**src/rtl/wb_result_arbiter.sv**
```systemverilog
// rtl/wb_result_arbiter.sv - round-robin arbiter sharing the scoreboard write-back port among FUs
// Result types shared with the scoreboard, followed by the arbiter itself.

package tortoise_pkg;

   typedef struct packed {
      logic        valid;
      logic [31:0] cause;
      logic [31:0] tval;
   } exception_t;

   typedef struct packed {
      logic [2:0]  trans_id;
      logic [4:0]  rd;
      logic [31:0] result;
      exception_t  ex;
   } fu_result_t;

endpackage

module wb_result_arbiter #(
   parameter int unsigned NR_FU = 4
) (
   input  logic                                  clk_i,
   input  logic                                  rst_i,
   input  logic                                  flush_i,
   input  logic                    [NR_FU-1:0]   fu_valid_i,
   input  tortoise_pkg::fu_result_t [NR_FU-1:0]  fu_result_i,
   output logic                    [NR_FU-1:0]   fu_ready_o,
   output logic                                  wb_valid_o,
   output tortoise_pkg::fu_result_t              wb_result_o,
   input  logic                                  wb_ready_i
);

   localparam int unsigned PTR_W = $clog2(NR_FU);

   logic                     out_valid_q;
   tortoise_pkg::fu_result_t out_data_q;
   logic [PTR_W-1:0]         rr_ptr_q;

   logic                     slot_free;
   logic                     hit;
   logic                     grant;
   logic [PTR_W-1:0]         winner;
   logic [PTR_W-1:0]         cand;
   logic [PTR_W-1:0]         rr_ptr_d;
   int unsigned              idx;

   // A slot draining this cycle may be refilled on the same edge.
   assign slot_free = ~out_valid_q | wb_ready_i;

   always_comb begin
      hit    = 1'b0;
      winner = '0;
      cand   = '0;
      idx    = 0;
      for (int unsigned i = 0; i < NR_FU; i++) begin
         idx = 32'(rr_ptr_q) + i;
         if (idx >= NR_FU) begin
            idx = idx - NR_FU;
         end
         cand = PTR_W'(idx);
         if (!hit && fu_valid_i[cand]) begin
            hit    = 1'b1;
            winner = cand;
         end
      end
   end

   assign grant    = slot_free & ~flush_i & hit;
   assign rr_ptr_d = (winner == PTR_W'(NR_FU - 1)) ? '0 : winner + 1'b1;

   always_comb begin
      fu_ready_o = '0;
      if (grant) begin
         fu_ready_o[winner] = 1'b1;
      end
   end

   always_ff @(posedge clk_i or posedge rst_i) begin
      if (rst_i) begin
         out_valid_q <= 1'b0;
         out_data_q  <= '0;
         rr_ptr_q    <= '0;
      end else if (grant) begin
         out_valid_q <= 1'b1;
         out_data_q  <= fu_result_i[winner];
         rr_ptr_q    <= rr_ptr_d;
      end else if (flush_i || wb_ready_i) begin
         out_valid_q <= 1'b0;
      end
   end

   assign wb_valid_o  = out_valid_q;
   assign wb_result_o = out_data_q;

   a_ready_onehot : assert property (@(posedge clk_i) disable iff (rst_i)
      $onehot0(fu_ready_o));
   a_ready_needs_valid : assert property (@(posedge clk_i) disable iff (rst_i)
      (fu_ready_o & ~fu_valid_i) == '0);
   a_hold_stable : assert property (@(posedge clk_i) disable iff (rst_i)
      (wb_valid_o && !wb_ready_i) |=> $stable(wb_result_o));

endmodule
```
**config.mk**
```make
export PLATFORM = sky130hd
export DESIGN_NAME = wb_result_arbiter
export DESIGN_NICKNAME = d
export VERILOG_FILES = /design/src/rtl/wb_result_arbiter.sv
export SDC_FILE = /design/constraint.sdc
export NUM_CORES = 1
export LEC_CHECK = 0
export BUFFER_PORTS_ARGS = -buffer_cell sky130_fd_sc_hd__buf_2
export CORE_AREA = 2 2 212 214
export DETAILED_ROUTE_END_ITERATION = 7
export DIE_AREA = 0 0 214 216
export PLACE_DENSITY = 0.44
export SLEW_MARGIN = 20
export SYNTH_ARGS = -nofsm -noshare
export SYNTH_HDL_FRONTEND = slang
export SYNTH_SLANG_ARGS = --single-unit
```
**constraint.sdc**
```tcl
create_clock -name clk_i -period 3.2 [get_ports clk_i]
set_input_delay 0.48 -clock clk_i [delete_from_list [all_inputs] [get_ports clk_i]]
set_output_delay 0.48 -clock clk_i [all_outputs]
set_load 0.01 [all_outputs]
```
Word-level counts from Yosys, hierarchy flattened
Cells that the tools add are included.
W data, S select, Z words.
{"block": "word_totals", "output_inout_bits": 110, "regBits": 108, "word_cells": 69, "in_bits": 428}
{"block": "op_classes", "order_cmp": 10, "n_mux": 28, "n_eq_ne": 1, "bitwise_logic": 5, "n_addsub": 8, "reduce_logical": 9}
{"cell": "$bmux W105 S2", "n": 1}
{"cell": "$mux W105", "n": 1}
{"cell": "$mux W2", "n": 9}
{"cell": "$lt A2 B3 Y1 const B", "n": 5}
{"cell": "$mux W1", "n": 11}
{"cell": "$ge A3 B3 Y1 const B", "n": 3}
{"cell": "$bmux W1 S2", "n": 4}
{"cell": "$sub A2 B1 Y2 const B", "n": 4}
{"cell": "$add A2 B2 Y3 const B", "n": 2}
{"cell": "$logic_and A1 B1 Y1", "n": 4}
{"cell": "$mux W4", "n": 1}
{"cell": "$add A2 B1 Y3 const B", "n": 1}
{"cell": "$ge A2 B3 Y1 const B", "n": 1}
{"cell": "$logic_not A1 Y1", "n": 3}
{"cell": "$add A2 B1 Y2 const B", "n": 1}
{"cell": "$and A1 B1 Y1", "n": 2}
{"cell": "$demux W1 S2", "n": 1}
{"cell": "$eq A2 B2 Y1 const B", "n": 1}
{"cell": "$ge A2 B1 Y1 const B", "n": 1}
{"cell": "$not A1 Y1", "n": 2}
{"cell": "$reduce_bool A2 Y1", "n": 1}
{"cell": "$logic_or A1 B1 Y1", "n": 1}
{"cell": "$or A1 B1 Y1", "n": 1}

Depth between registers and ports, before layout
{"block": "logic_depth", "word_depth": 19, "ltp_mapped": 8, "depth_no_buf": 5}

Worst setup path after synthesis
Ideal clock, no wire load.
{"block": "synth_timing", "path_kind": "input to output", "start": "input fu_valid_i[0]", "end": "output fu_ready_o[0]", "path_stages": 7, "slack_ns": 0.848, "arrival_time_ns": 1.872, "required_time_ns": 2.720, "n_path_buf": 4, "cell_sequence": "buf_2 nor4_1 nor3b_1 clkbuf_1 clkbuf_1 clkbuf_1 and2_1"}
{"block": "synth_between", "elab_chain_len": 17, "word_cells_on_any_way": 29, "cone_classes": "2 x order compare; 19 x mux; 1 x bitwise; 7 x reduce/logical"}
{"item": "start, declared", "line": "27", "source": "input logic [NR_FU-1:0] fu_valid_i,"}
{"item": "$bmux W1 S2", "line": "63", "source": "if (!hit && fu_valid_i[cand]) begin"}
{"item": "$mux W1 (not written as such)", "line": "63"}
{"item": "$mux W1", "line": "63"}
{"item": "$logic_not A1 Y1", "line": "63"}
{"item": "$logic_and A1 B1 Y1", "line": "63"}
{"item": "$mux W1", "line": "63"}
{"item": "$logic_not A1 Y1", "line": "63"}
{"item": "$logic_and A1 B1 Y1", "line": "63"}
{"item": "$mux W1", "line": "63"}
{"item": "$logic_not A1 Y1", "line": "63"}
{"item": "$logic_and A1 B1 Y1", "line": "63"}
{"item": "$mux W2", "line": "63"}
{"item": "$lt A2 B3 Y1 (not written as such) / $ge A2 B1 Y1 (equally long branches)", "line": "76", "source": "fu_ready_o[winner] = 1'b1;"}
{"item": "$logic_and A1 B1 Y1 (not written as such)", "line": "76"}
{"item": "$mux W1 (not written as such)", "line": "76"}
{"item": "$demux W1 S2", "line": "76"}
{"item": "$mux W4 (*)", "line": "75", "source": "if (grant) begin"}
{"item": "end, declared", "line": "29", "source": "output logic [NR_FU-1:0] fu_ready_o,"}
Mark *: on every way between the ends. The rest lies on a longest branch, timed or not. The select of a mux whose other input is x is not followed.

Worst setup path in the final report
{"block": "layout_timing", "start": "register rr_ptr_q[1]", "end": "output fu_ready_o[0]"}
{"block": "layout_between", "elab_chain_len": 19, "word_cells_on_any_way": 44, "cone_classes": "7 x add/sub; 6 x order compare; 23 x mux; 1 x bitwise; 7 x reduce/logical"}
{"item": "start, declared", "line": "39", "source": "logic [PTR_W-1:0] rr_ptr_q;"}
{"item": "start signal, assigned", "line": "88", "source": "rr_ptr_q <= rr_ptr_d;"}
{"item": "parallel branches: the longest is 18 deep, another holds $add A2 B1 Y3"}
{"item": "$mux W4 (*)", "line": "75"}
Mark *: on every way between the ends. The select of a mux whose other input is x is not followed.

==> metrics.txt <==
WL final 32600 um; cell count of the worst reg-to-reg path 8; Most used DFF post-synth sky130_fd_sc_hd__dfrtp_1; global placement routability congestion ~0.96; Yosys warning total 0; Floorplan Core Area between 40000 and 50000 um^2; total CTS buffers 9; hold buffer count at cts 0; number of flops mapped to enable cells by yosys 0; share of async-settable or async-resettable flops after synthesis 1.00; Avg WL per Cell between 15 and 20 um; netlist area before placement roughly 6500 um^2; number of library cell types mapped by synthesis 31; HPWL after detailed placement approximately 25000 um; most common library cell in the layout ignoring fill and taps sky130_fd_sc_hd__buf_2; pwr/cell area between 500 and 600 nW/um^2; Critical R2R Capture wb_result_o[17]; Setup violations, final 0; Final Net Count approximately 1600; clock latency at the later pin of the worst-skew pair 0.38 ns; Top Ports between 500 and 600; commonest cells after routing, fill and taps aside sky130_fd_sc_hd__buf_2 (537), sky130_fd_sc_hd__a21oi_1 (111), sky130_fd_sc_hd__nor2_1 (110); global-route wire length before repair 47200 um; slack of the worst reg-to-reg path approximately 0.43 ns; routed via count around 7600; Reg-to-Reg Start rr_ptr_q[1]; count of placed standard cells including taps 1719; final routed DRC violation total 4; total negative slack 0 ns; main combinational cell family by area after synthesis compound AO/OA/AOI/OAI gates; Sink Count ~110; largest net degree at the start of global routing ~120; post-route setup slack between 0.3 and 0.4 ns; CTS tree done; initial antenna violation count 1; growth of design area from synthesis to finish 57.4%; kind of end point of the critical path output port; flops & latches, synth roughly 110; violated checks design-rule violations; fin. max-slew vios 0; simple-gate share of the synthesized area 0.0750; iteration-0 DRC count of the detailed router slightly above 600; class of the most critical setup path reg -> out; number of resized instances in the post-cts repair step 0; maximum clock frequency between 0.3 and 0.4 GHz; ratio of final minimum period to clock period 0.891; CTS Buffer Depth 2; height of the chip around 220 um; data arrival time at the worst-slack endpoint approximately 2.4 ns; number of hold violations in the final report 0; Max-cap violations 0; hold slack final 0.0902 ns; status complete, but fails checks; via count of the first global-routing pass about 7700; Max VDD drop 231 uV; gate count after technology mapping between 600 and 700; clock root cell sky130_fd_sc_hd__clkbuf_16; startpoint class of the critical path flip-flop; H-tree levels 3; slew at the pin closest to its max-slew limit between 1 and 1.5 ns; number of input and output port buffers inserted 537; share of cell area taken by muxes after synthesis 0.185; XOR/XNOR Fraction of Synth Area 0; syn nets around 1100; total grt overflow 0; worst-case setup slack after placement 0.272 ns; floorplan row count 77; clock transition at the registers of the reported paths 0.08 ns; Final Non-Filler Cells roughly 1700; adder and majority gate portion of the synthesized area 0; Avg Synthesized Cell Area about 10 um^2; shortest clock period the worst path allows after layout around 2.8 ns; Layout Utilization 0.232; Slew Limit Headroom 0.311; GRT Resource Usage Total 0.137; number of vias per cell after detailed routing between 4 and 5; share of final-layout standard cells stronger than drive strength 1 0.569; leakage power figure 4.67 nW; complex-gate fraction of the synthesized area 0.267; sequential area share after synthesis 0.419; setup repair after global routing missed its margin no; required time reported for the critical path endpoint 2.72 ns; remaining antenna violation count 0; full die area between 40000 and 50000 um^2; die width 214 um; number of inserted diodes 0; worst min path class in -> async; peak fanout along the critical path 27; Setup Skew between 0.006 and 0.007 ns; effective utilization at floorplan 0.147; number of iterations in the first detailed-routing pass 8
-- cell type report --
type / instances / area, um^2
multi-input cells: 456 / 3460
fillers: 4809 / 33700
repair buffers: 561 / 2960
clock inverters: 6 / 47.5
inverters: 3 / 15.0
flip-flops and latches: 108 / 2700
clock buffers: 10 / 239
well taps: 592 / 741
-- metal layers --
layer	vias to the layer above	wire length, um	track usage
li1	3538	-	-
met1	3646	12400	0.150
met2	417	16800	0.252
met3	38	2520	0.0347
met4	2	821	0.0543
met5	-	13	0
-- power by group --
group / leakage, nW / internal (mW) / switching [mW] / total [mW]
Clock: 0.139 / 0.558 / 0.593 / 1.15
Sequential: 1.21 / 1.71 / 0.211 / 1.92
Combinational: 3.32 / 1.15 / 1.40 / 2.55
-- synth_stat cells, types with 2 or more instances --
master | number | share of area
sky130_fd_sc_hd__a21oi_1 | 111 | 0.086
sky130_fd_sc_hd__o221a_2 | 2 | 0.0035
sky130_fd_sc_hd__o21ai_0 | 3 | 0.0023
sky130_fd_sc_hd__buf_2 | 18 | 0.014
sky130_fd_sc_hd__buf_1 | 6 | 0.0035
sky130_fd_sc_hd__mux2_2 | 64 | 0.11
sky130_fd_sc_hd__nor2_1 | 110 | 0.064
sky130_fd_sc_hd__dfrtp_1 | 108 | 0.42
sky130_fd_sc_hd__inv_1 | 3 | 0.0017
sky130_fd_sc_hd__buf_6 | 5 | 0.0087
sky130_fd_sc_hd__clkbuf_1 | 44 | 0.026
sky130_fd_sc_hd__a222oi_1 | 105 | 0.16
sky130_fd_sc_hd__and2_1 | 2 | 0.0019
sky130_fd_sc_hd__nand2b_1 | 3 | 0.0029
sky130_fd_sc_hd__mux2_1 | 41 | 0.071
-- worst max-delay path by stage --
stage,start,endpoint,slack (ns),cells past startpoint
after global placement,fu_valid_i[1],fu_ready_o[1],0.31,7
final,rr_ptr_q[1],fu_ready_o[0],0.35,6
after global routing,rr_ptr_q[1],fu_ready_o[1],0.15,6
after detailed placement,fu_valid_i[1],fu_ready_o[1],0.27,7
after floorplan,fu_valid_i[0],fu_ready_o[0],0.85,7
after CTS,rr_ptr_q[1],fu_ready_o[1],0.23,6
-- state kept, by name, summed over array words and instances, names as in the netlist --
name / count
rr_ptr_q: 2
wb_result_o: 105
wb_valid_o: 1
-- critical path, stage by stage (launching register included) --
cell and delay (ns):
sky130_fd_sc_hd__dfrtp_1 0.55, sky130_fd_sc_hd__nand3b_1 0.18, sky130_fd_sc_hd__o2111ai_1 0.18, sky130_fd_sc_hd__o31ai_4 0.29, sky130_fd_sc_hd__buf_4 0.47, sky130_fd_sc_hd__and2_1 0.18
sky130_fd_sc_hd__buf_2 0.12
-- cell families (layout without fill, tap and decap cells) --
kind of cell	Yosys count	in the layout
flip-flops	108	108
AND/OR/NAND/NOR	121	121
buffers and inverters	77	580
multiplexers	106	106
AO/OA/AOI/OAI	229	229
-- timing repair --
action / 4_1_cts / 5_1_grt
endpoints found under the setup margin: 2 / 0
buffers inserted: 1 / 0
endpoints found under the hold margin: 0 / 0
-- metrics by stage --
step | power [mW] | area (um^2)
floorplan | 3.34 | 6460
global placement | 4.52 | 9870
detailed placement | 4.53 | 9870
CTS | 5.74 | 10200
global route | 6.02 | 10200
finish | 5.61 | 10200
No activity file was read; power rests on OpenSTA's default activity.
